==> src/rtl/nrisc_ifetch_seq.sv <==
// Instruction-fetch sequencer: owns the fetch address, runs a single-outstanding
// req/ack handshake to instruction memory and feeds a 2-entry prefetch buffer.
module nrisc_ifetch_seq #(
  parameter int unsigned    TAM    = 16,
  parameter int unsigned    DW     = 16,
  parameter logic [TAM-1:0] RST_PC = '0
) (
  input  logic           clk,
  input  logic           rst,
  input  logic [1:0]     CORE_PC_ctrl,
  input  logic [TAM-1:0] CORE_PC_target,
  output logic [DW-1:0]  CORE_InstructionIN,
  output logic           CORE_Ivalid,
  output logic [TAM-1:0] CORE_PC,
  output logic           IDATA_req,
  output logic [TAM-1:0] IDATA_addr,
  input  logic           IDATA_ack,
  input  logic [DW-1:0]  IDATA_CORE_out
);

  typedef enum logic [1:0] {
    S_IDLE,
    S_FETCH,
    S_KILL
  } state_t;

  state_t         state_q, state_d;
  logic [TAM-1:0] fa_q, fa_d;
  logic [TAM-1:0] addr_q, addr_d;
  logic [1:0]     cnt_q, cnt_d;
  logic [TAM-1:0] pc_q  [0:1];
  logic [TAM-1:0] pc_d  [0:1];
  logic [DW-1:0]  ins_q [0:1];
  logic [DW-1:0]  ins_d [0:1];

  logic       valid, redirect, pop, busy, ack_keep, tail_idx;
  logic [1:0] cnt_pop;

  always_comb begin
    valid    = (cnt_q != 2'd0);
    redirect = valid && CORE_PC_ctrl[1];
    pop      = valid && (CORE_PC_ctrl == 2'b01);
    busy     = (state_q != S_IDLE);
    ack_keep = (state_q == S_FETCH) && IDATA_ack && !redirect;

    state_d  = state_q;
    fa_d     = fa_q;
    addr_d   = addr_q;
    cnt_d    = cnt_q;
    pc_d     = pc_q;
    ins_d    = ins_q;
    cnt_pop  = cnt_q - {1'b0, pop};
    tail_idx = (cnt_pop != 2'd0);

    if (redirect) begin
      fa_d  = CORE_PC_ctrl[0] ? (pc_q[0] + CORE_PC_target) : CORE_PC_target;
      cnt_d = 2'd0;
    end else begin
      // Pop shifts the second entry to the head before the append, so a
      // same-cycle pop and ack at count=1 lands the new word at the head.
      if (pop) begin
        pc_d[0]  = pc_q[1];
        ins_d[0] = ins_q[1];
      end
      if (ack_keep) begin
        pc_d[tail_idx]  = fa_q;
        ins_d[tail_idx] = IDATA_CORE_out;
        fa_d            = fa_q + 1'b1;
      end
      cnt_d = cnt_pop + {1'b0, ack_keep};
    end

    // An outstanding request is never abandoned; a redirect only marks it dead.
    if (busy && !IDATA_ack) begin
      state_d = (redirect || state_q == S_KILL) ? S_KILL : S_FETCH;
    end else if (cnt_d < 2'd2) begin
      state_d = S_FETCH;
      addr_d  = fa_d;
    end else begin
      state_d = S_IDLE;
    end
  end

  always_ff @(posedge clk) begin
    if (rst) begin
      state_q <= S_IDLE;
      fa_q    <= RST_PC;
      addr_q  <= '0;
      cnt_q   <= 2'd0;
      pc_q    <= '{default: '0};
      ins_q   <= '{default: '0};
    end else begin
      state_q <= state_d;
      fa_q    <= fa_d;
      addr_q  <= addr_d;
      cnt_q   <= cnt_d;
      pc_q    <= pc_d;
      ins_q   <= ins_d;
    end
  end

  assign IDATA_req          = !rst && (state_q != S_IDLE);
  assign IDATA_addr         = rst ? '0 : addr_q;
  assign CORE_Ivalid        = !rst && valid;
  assign CORE_PC            = (!rst && valid) ? pc_q[0]  : '0;
  assign CORE_InstructionIN = (!rst && valid) ? ins_q[0] : '0;

endmodule

==> config.mk <==
export PLATFORM = sky130hd
export DESIGN_NAME = nrisc_ifetch_seq
export DESIGN_NICKNAME = d
export VERILOG_FILES = /design/src/rtl/nrisc_ifetch_seq.sv
export SDC_FILE = /design/constraint.sdc
export NUM_CORES = 1
export LEC_CHECK = 0
export BUFFER_PORTS_ARGS = -buffer_cell sky130_fd_sc_hd__buf_4
export CAP_MARGIN = 20
export CORE_MARGIN = 1.5
export CORE_UTILIZATION = 60
export DETAILED_ROUTE_END_ITERATION = 7
export PLACE_DENSITY = 0.92
export SYNTH_ARGS = -nofsm -noshare
export SYNTH_HDL_FRONTEND = slang
export SYNTH_SLANG_ARGS = --single-unit
==> constraint.sdc <==
create_clock -name clk -period 7.5 [get_ports clk]
set_input_delay 0.75 -clock clk [delete_from_list [all_inputs] [get_ports clk]]
set_output_delay 0.75 -clock clk [all_outputs]
set_load 0.02 [all_outputs]
After elaboration in Yosys (flattened, before gate mapping)
Cells that the tools add are included.

Input bits: 37. Bits in registers: 100. Output and inout port bits: 50. Logic and storage cells: 58.

Reduce and logical (&&, ||, !) cells: 17. Bitwise logic cells: 3. Equality and inequality tests: 3. Multiplexer cells: 20. Add/subtract/negate cells: 4. Magnitude comparators: 3.

Operators with widths (number): $mux 16 (11); $bwmux 32 (2); $mux 32 (2); $add 16x1->16 const B (1); $add 16x16->16 (1); $demux 16 s1 (1); $logic_and 1x1->1 (8); $mux 2 (3); $reduce_bool 2->1 (3); $eq 2x1->1 const B (2); $reduce_and 2->1 (2); $logic_not 1->1 (3); $add 2x1->2 (1); $eq 2x2->1 const B (1); $ge 2x2->1 const B (1); $lt 2x1->1 const B (1); $lt 2x2->1 const B (1); $not 1->1 (2); $not 1->2 (1); $sub 2x1->2 (1); $logic_or 1x1->1 (1); $mux 1 (1).

Depth between registers and ports, before layout
Gate-level depths: netlist (run 1).

Depth after elaboration: 11. Mapped depth: 14.

Worst setup path before layout (run 1)
No wires, ideal clock.

Path kind: input -> register. Start point: input CORE_PC_ctrl[0]. End point: register addr_q[8]. Arrival: 3192 ps. Data required time: 7377 ps. Setup slack: 4184 ps. Stages on the path: 12. Cells stage by stage: buf_2 inv_1 buf_6 nor3_4 buf_4 ha_1 inv_1 ha_1 xor2_1 o221ai_1 inv_2 mux2_1.

Word-level cells in the longest chain between the ends: 7. Elaborated cells between the ends (all ways): 9. Those cells by class: 2 x add/sub; 1 x order compare; 1 x eq/ne; 3 x mux; 2 x reduce/logical.

RTL lines: start, declared (RTL line 10) `input logic [1:0] CORE_PC_ctrl,`; $eq 2x1->1 (RTL line 42) `pop = valid && (CORE_PC_ctrl == 2'b01);`; $logic_and 1x1->1 (RTL line 42); $sub 2x1->2 (RTL line 52) `cnt_pop = cnt_q - {1'b0, pop};`; $add 2x1->2 (RTL line 70) `cnt_d = cnt_pop + {1'b0, ack_keep};`; $mux 2 (RTL line 55) `if (redirect) begin`; $lt 2x2->1 (RTL line 76) `end else if (cnt_d < 2'd2) begin`; $reduce_and 2->1 (no source line); end signal, assigned (RTL line 95) `addr_q <= addr_d;`; end, declared (RTL line 29) `logic [TAM-1:0] addr_q, addr_d;`.

Several ways; a longest one is shown, not always the timed one. A chain may end at the register's enable or synchronous reset.

Worst setup path after layout (run 1)
Start point: input CORE_PC_ctrl[0]. End point: register addr_q[3].

The elaborated chain is that of the path after synthesis.

==> results.json, run 1 <==
{
  "status": "completed",
  "layout-drive-gt1-share": 0.180,
  "clock-root-buffer": "clkbuf_8",
  "pwr-share-clk": 0.162,
  "grt_usage": 0.305,
  "period_minus_slack_ps": 3690,
  "internal-power_uw": 1160,
  "worst-endpoint-arrival_ps": 3970,
  "h-tree-depth": 3,
  "yosys_warnings": 0,
  "yosys-top-cells-count": "dfxtp_1, nand2_1, nor2_1",
  "grt_util_met3": 0.0481,
  "hold_class": "flop to flop",
  "synth_top_family_by_area": "simple AND/OR/NAND/NOR gates",
  "yosysUniqueCellTypes": 66,
  "diodes": 0,
  "whs_ps": 463,
  "worst_clock_skew_ps": 13.1,
  "seqCellArea_um2": 2000,
  "synth_top_area_frac": 0.354,
  "area_growth_pct": 14.9,
  "setup_viol": 0,
  "wirelength_um": 15200,
  "dr.pass1.iters": 5,
  "dp_hpwl_um": 10800,
  "core_area_um2": 9200,
  "switching_share": 0.432,
  "synth-async-reset-ratio": 0,
  "endpoint_kind": "flop",
  "cts_sinks": 100,
  "syn_avg_cell_area_um2": 8.23,
  "path_class": "input pin to flop",
  "final_core_util": 0.707,
  "dp_cells": 842,
  "slew_violations": 0,
  "max-cap-violations": 0,
  "grt_pass1_wl_um": 24400,
  "maxSlewHeadroom": 0.487,
  "grt_setup_unrepaired": "false",
  "wl_per_cell_um": 17.7,
  "grt_most_used_layer": "met2",
  "vdd_drop_max_uv": 160,
  "synth_area_leader_cell": "dfxtp_1",
  "fmax_ghz": 0.271,
  "place.port_buffers": 86,
  "worst_setup_path_start_kind": "input pin",
  "yosysMostFrequentCell": "dfxtp_1",
  "final_area_um2": 6500,
  "start_util": 0.615,
  "timing.final.crit_share": 0.492,
  "synth_ff_type": "dfxtp_1",
  "setup-tns-final_ps": 0,
  "cts_tree": "done",
  "multi_input_comb_area_um2": 3380,
  "switchingPower_uw": 880,
  "place_congestion": 0.993,
  "grt_start_max_net_pins": 75,
  "die_h_um": 100,
  "cts_buffers": 9,
  "drtIter0Drc": 401,
  "cts_hold_buf": 0,
  "final_hold_viol_count": 0,
  "rows": 35,
  "final_cells": 860,
  "p_leak_uw": 0.00253,
  "synth-adder-area-share": 0.0433,
  "syn_area_um2": 5660,
  "clock_latency_ps": 380,
  "yosysSeqAreaShare": 0.354,
  "postCtsResizedCells": 0,
  "power_density_nw_per_um2": 313,
  "grt.overflow.total": 0,
  "cp_cell_sequence": "buf_4 -> inv_1 -> nor3_4 -> buf_4 -> ha_1 -> inv_1 -> ha_1 -> xor2_1 -> o221ai_1 -> buf_4 -> or2_2 -> o31ai_1",
  "synth_edf_count": 0,
  "cts.clk_slew.worst_paths_ps": 100,
  "detail-route-antenna-nets": 0,
  "grt_use_met2": 0.524,
  "synthMuxAreaShare": 0.0778,
  "drc": 0,
  "tightestPinTransition_ps": 770,
  "crit_fanout": 33,
  "antenna_found_initial": 0,
  "slowest_stage": "buf_4",
  "viasPerCell": 6.26,
  "die_w_um": 100,
  "pwr-share-seq": 0.389,
  "fill_cells": 700,
  "vias": 5380,
  "cp_common_cell": "buf_4",
  "pwr-share-comb": 0.449,
  "synth_area_leaders": "dfxtp_1, mux2i_1, nand2_1, a211oi_1, a21oi_1",
  "synth_compound_area_frac": 0.200,
  "post-cts-setup-buffers": 0,
  "dieArea_um2": 10000,
  "clock_path_buffers": 2,
  "yosys.area_share.xor_xnor": 0.0340,
  "slowest_delay_ps": 500,
  "syn-num-nets": 744,
  "io_pins": 87,
  "use_met1": 0.382,
  "final_net_count": 800,
  "synth-simple-area-share": 0.241,
  "grt_pass1_vias": 5023,
  "synth_cells": 688,
  "place_area_um2": 6270,
  "required_ps": 7780,
  "yosys_register_bits": 100
}
-- worst paths after layout --
check | from | end | slack (ps) | cells past startpoint
setup reg to reg | cnt_q[1] | addr_q[3] | 4260 | 11
hold reg to reg | flop | flop | 460 | 2
hold / removal | flop | flop | 460 | 2
setup / recovery | CORE_PC_ctrl[0] | addr_q[3] | 3810 | 12
-- per-stage QoR --
stage	total power, uW	setup WS (ps)
after detailed placement	1680	3550
after CTS	2000	3900
after floorplan	1430	4180
after global placement	1630	3530
after global routing	2150	3700
final	2040	3810
-- logic make-up after synthesis --
group	Yosys count
fa+ha+maj	19
flops	100
compound gates	165
simple gates	281
buf+inv	58
mux	43
xor+xnor	22
-- power by group through the flow --
stage	clock [uW]	sequential [uW]	combinational, uW
finish	329	792	915
global route	349	805	999
CTS	330	787	887
detailed placement	0	799	880
global placement	0	794	832
floorplan	0	741	687
-- layer usage --
| metal | part of all wire | vias up |
|---|---|---|
| li1 | - | 2551 |
| met1 | 0.41 | 2551 |
| met2 | 0.50 | 233 |
| met3 | 0.063 | 45 |
| met4 | 0.030 | 0 |
| met5 | 0 | - |
-- worst max-delay path, delay by kind of cell --
kind	cells	cell delay, ps
simple gates	2	570
compound gates	2	390
buf+inv	5	1350
fa+ha+maj	2	580
xor+xnor	1	320
-- layout by cell type (no fill, tap or decap), drive strengths merged, types with 4 or more instances in the layout --
cell type  synthesis  final
a2111oi            5      5
a211oi            47     47
a21oi             62     62
and2              36     36
buf               28     94
clkbuf            21     10
dfxtp            100    100
ha                18     18
inv                9     10
mux2               8      8
mux2i             35     35
nand2             91     91
nand2b             4      4
nand3             15     15
nand4              7      7
nor2              73     73
nor2b             19     19
nor3              17     17
o21ai             15     15
o221ai             4      4
o2bb2ai            4      4
o31ai              5      5
or3                4      4
xnor2             13     13
xor2               9      9
-- cell type report --
cell class,instances,share of cell area
Clock buffer,10,0.0196
Clock inverter,6,0.00924
Inverter,9,0.00520
Multi-Input combinational cell,530,0.520
Sequential cell,100,0.308
Tap cell,111,0.0214
Timing Repair Buffer,94,0.117
Power figures use the tool's default switching activity.
==> run 2: changes to the inputs <==
--- a/config.mk
+++ b/config.mk
@@ -8,9 +8,9 @@
 export BUFFER_PORTS_ARGS = -buffer_cell sky130_fd_sc_hd__buf_4
 export CAP_MARGIN = 20
 export CORE_MARGIN = 1.5
-export CORE_UTILIZATION = 60
+export CORE_UTILIZATION = 57
 export DETAILED_ROUTE_END_ITERATION = 7
-export PLACE_DENSITY = 0.92
+export PLACE_DENSITY = 0.88
 export SYNTH_ARGS = -nofsm -noshare
 export SYNTH_HDL_FRONTEND = slang
 export SYNTH_SLANG_ARGS = --single-unit
==> constraint.sdc (replaced) <==
create_clock -name clk -period 3.8 [get_ports clk]
set_input_delay 0.38 -clock clk [delete_from_list [all_inputs] [get_ports clk]]
set_output_delay 0.38 -clock clk [all_outputs]
set_load 0.02 [all_outputs]
==> results.json, run 2 (same netlist as run 1, synthesis figures left out) <==
{
  "clock_latency_ps": 380,
  "path_delay_family": "adder cells",
  "cp_common_cell": "ha_1",
  "dr.pass1.iters": 5,
  "pre_cts_ws_ps": 747,
  "start_util": 0.584,
  "clock-root-buffer": "clkbuf_8",
  "required_ps": 4060,
  "place.port_buffers": 86,
  "grt_pass1_wl_um": 23600,
  "slowest_stage": "o221ai_1",
  "wl_per_cell_um": 17.1,
  "grt.overflow.total": 0,
  "worst_setup_path_start_kind": "flop",
  "grt_start_max_net_pins": 64,
  "vias": 5268,
  "max-cap-violations": 0,
  "endpoint_kind": "flop",
  "path_buf_inv": 2,
  "antenna_found_initial": 0,
  "h-tree-depth": 3,
  "core_area_um2": 9680,
  "diodes": 0,
  "post-cts-setup-buffers": 0,
  "cts_buffers": 9,
  "cts_tree": "done",
  "period_minus_slack_ps": 2750,
  "layout-drive-gt1-share": 0.181,
  "die_h_um": 103,
  "slowest_delay_ps": 560,
  "grt_setup_unrepaired": "false",
  "path_class": "flop to flop",
  "timing.final.crit_share": 0.723,
  "cp_cell_sequence": "nor2_1 -> nor3_4 -> ha_1 -> inv_1 -> ha_1 -> xor2_1 -> o221ai_1 -> inv_2 -> mux2_1",
  "drc": 0,
  "wirelength_um": 15100,
  "slew_violations": 0,
  "fmax_ghz": 0.364,
  "worst-endpoint-arrival_ps": 3010,
  "cts_hold_buf": 0,
  "viasPerCell": 5.96,
  "setup-tns-final_ps": 0,
  "grt_pass1_vias": 4762,
  "detail-route-antenna-nets": 0,
  "vdd_drop_max_uv": 533,
  "hold_class": "input pin to flop",
  "final_net_count": 802,
  "status": "completed",
  "dp_hpwl_um": 11200,
  "cts.clk_slew.worst_paths_ps": 90,
  "tightestPinTransition_ps": 758,
  "crit_fanout": 8,
  "maxSlewHeadroom": 0.492,
  "setup_viol": 0,
  "die_w_um": 103,
  "io_pins": 87,
  "area_growth_pct": 14.7,
  "postCtsResizedCells": 0,
  "final_hold_viol_count": 0,
  "rows": 36,
  "drtIter0Drc": 318,
  "final_common_cell": "dfxtp_1",
  "grt_usage": 0.289,
  "final.setup.worst_slack_ps": 1050,
  "clock_path_buffers": 2,
  "worst_clock_skew_ps": 15.6,
  "p_leak_uw": 0.00252,
  "power_density_nw_per_um2": 613,
  "layout_common_cells": "dfxtp_1, buf_4, nand2_1, nor2_1, a21oi_1",
  "fill_cells": 799,
  "cts_sinks": 100,
  "dieArea_um2": 10500,
  "place_congestion": 0.940
}
[run 2: changes by cell type in the layout (fill, tap and decap cells not counted)]
cell        before  now
buf_4           90   95
nor2_1          72   73
nor2_2           1    0
inv_8            1    0
buf_8            2    1
buf_16           2    0
inv_6            0    2
clkinvlp_4       2    1
[run 2: per-layer routing]
layer | track usage | part of all wire | vias to the layer above
met5 | 0 | 0 | -
met4 | 0.116 | 0.022 | 0
met3 | 0.0393 | 0.066 | 28
met2 | 0.474 | 0.49 | 205
met1 | 0.386 | 0.43 | 2479
li1 | - | - | 2556
[run 2: worst paths after layout]
check / slack [ps] / endpoint / start / depth (start not counted)
min reg2reg: 460 / flop / flop / 2
max reg2reg: 1050 / addr_q[8] / cnt_q[1] / 9
max: 1050 / addr_q[8] / cnt_q[1] / 9
min: 210 / state_q[1] / IDATA_ack / 2
[run 2: stage by stage]
stage | cell area (um^2) | util | std cells | hold WS (ps) | power, uW
finish | 6490 | 0.671 | 884 | 207 | 3980
floorplan | 5660 | - | 688 | 433 | 2820
detailed placement | 6310 | 0.651 | 868 | 447 | 3330
global route | 6490 | 0.671 | 884 | 219 | 4230
CTS | 6490 | 0.671 | 884 | 199 | 3970
global placement | 6290 | 0.650 | 867 | 441 | 3280
[run 2: report_power, final]
group | total [uW] | switching, uW | internal (uW)
registers | 1570 | 258 | 1310
clock network | 636 | 385 | 251
logic | 1780 | 1080 | 697
total | 3980 | 1720 | 2260
[run 2: area by class of cell]
type                    count  area, um^2  area share
inverters                   9        33.8     0.00520
clock buffers              10         128      0.0197
flip-flops and latches    100        2000       0.308
clock inverters             6        58.8     0.00906
well taps                 133         166      0.0256
repair buffers             96         728       0.112
multi-input cells         530        3380       0.520
==> run 3: changes to the inputs <==
--- a/config.mk
+++ b/config.mk
@@ -8,9 +8,9 @@
 export BUFFER_PORTS_ARGS = -buffer_cell sky130_fd_sc_hd__buf_4
 export CAP_MARGIN = 20
 export CORE_MARGIN = 1.5
-export CORE_UTILIZATION = 57
+export CORE_UTILIZATION = 52
 export DETAILED_ROUTE_END_ITERATION = 7
-export PLACE_DENSITY = 0.88
+export PLACE_DENSITY = 0.85
 export SYNTH_ARGS = -nofsm -noshare
 export SYNTH_HDL_FRONTEND = slang
 export SYNTH_SLANG_ARGS = --single-unit
==> constraint.sdc (replaced) <==
create_clock -name clk -period 2.3 [get_ports clk]
set_input_delay 0.23 -clock clk [delete_from_list [all_inputs] [get_ports clk]]
set_output_delay 0.23 -clock clk [all_outputs]
set_load 0.02 [all_outputs]
==> results.json, run 3 (same netlist as run 1, synthesis figures left out) <==
{
  "status": "completed",
  "clock_path_buffers": 2,
  "viasPerCell": 5.85,
  "slew_violations": 0,
  "io_pins": 87,
  "final_common_cell": "buf_4",
  "final_net_count": 849,
  "cts_hold_buf": 0,
  "timing.final.crit_share": 0.981,
  "cts_tree": "done",
  "final_hold_viol_count": 0,
  "worst_setup_path_start_kind": "flop",
  "path_class": "flop to flop",
  "place_congestion": 0.955,
  "die_w_um": 107,
  "hold_class": "input pin to flop",
  "start_util": 0.541,
  "grt.overflow.total": 0,
  "worst_clock_skew_ps": 17.9,
  "grt_pass1_vias": 5374,
  "worst-endpoint-arrival_ps": 2520,
  "grt_usage": 0.300,
  "antenna_found_initial": 0,
  "rows": 37,
  "clock_latency_ps": 400,
  "core_area_um2": 10500,
  "drtIter0Drc": 293,
  "wirelength_um": 17000,
  "multi_input_comb_area_um2": 3630,
  "setup-tns-final_ps": 0,
  "endpoint_kind": "flop",
  "maxSlewHeadroom": 0.580,
  "drc": 0,
  "layout-drive-gt1-share": 0.268,
  "fill_cells": 883,
  "h-tree-depth": 3,
  "period_minus_slack_ps": 2260,
  "required_ps": 2560,
  "vdd_drop_max_uv": 769,
  "dp_hpwl_um": 12200,
  "clock-root-buffer": "clkbuf_8",
  "seqCellArea_um2": 2010,
  "dieArea_um2": 11500,
  "final_core_util": 0.682,
  "detail-route-antenna-nets": 0,
  "max-cap-violations": 0,
  "grt_start_max_net_pins": 65,
  "area_growth_pct": 26.1,
  "dr.pass1.iters": 5,
  "place.port_buffers": 86,
  "wl_per_cell_um": 18.2,
  "fmax_ghz": 0.443,
  "vias": 5464,
  "cts_sinks": 100,
  "die_h_um": 107,
  "power_uw": 7340,
  "grt_pass1_wl_um": 26800,
  "tightestPinTransition_ps": 631,
  "layout_common_cells": "buf_4, dfxtp_1, nand2_1, nor2_1, a21oi_1",
  "cts.clk_slew.worst_paths_ps": 120,
  "diodes": 0,
  "cts_buffers": 9,
  "setup_viol": 0,
  "power_density_nw_per_um2": 1030,
  "p_leak_uw": 0.00279,
  "crit_fanout": 4
}
==> run 3: what timing repair did <==
action,CTS,global route
gates resized for setup,4,33
cloned,0,0
setup endpoints to repair,8,19
pin swaps,3,14
setup buffers,0,3
==> run 3: power by group <==
group | switching [uW] | leakage (uW) | internal [uW]
combinational | 2140 | 0.00187 | 1560
sequential | 308 | 0.000815 | 2170
clock | 700 | 0.000103 | 454
total | 3150 | 0.00279 | 4180
==> run 3: routing by layer <==
metal	up-vias	GRT usage	share of wire
met5	-	0	0
met4	0	0.134	0.036
met3	47	0.0569	0.051
met2	183	0.510	0.49
met1	2590	0.367	0.42
li1	2644	-	-
==> run 3: stage by stage <==
stage / cells / setup WS [ps] / hold WS [ps] / area [um^2]
2_1_floorplan: 688 / -24.0 / 309 / 5740
3_3_place_gp: 916 / -114 / 441 / 6720
3_5_place_dp: 916 / -185 / 446 / 6720
4_1_cts: 932 / -22.0 / 33.4 / 6930
5_1_grt: 934 / -77.1 / 30.3 / 7130
6_report: 934 / 43.2 / 44.6 / 7130
==> run 3: final timing paths <==
path | from | end | slack, ps | depth (start not counted)
setup / recovery | pc_q[16] | addr_q[12] | 40 | 8
hold / removal | IDATA_ack | state_q[1] | 40 | 2
setup reg to reg | pc_q[16] | addr_q[12] | 40 | 8
hold reg to reg | flop | flop | 460 | 2
==> run 3: critical path, cell delays in order (launching register included) <==
cell and delay [ps]:
dfxtp_2 340, ha_2 190, fa_2 400, a21oi_4 240
o221ai_4 190, a2111oi_4 340, a41oi_2 80, a31oi_2 240
a211oi_1 100
==> run 3: area by class of cell <==
cell class                      count  share of cell area
Multi-Input combinational cell    530               0.509
Sequential cell                   100               0.281
Timing Repair Buffer              143               0.153
Tap cell                          136              0.0239
Clock buffer                       10              0.0193
Clock inverter                      6             0.00877
Inverter                            9             0.00509
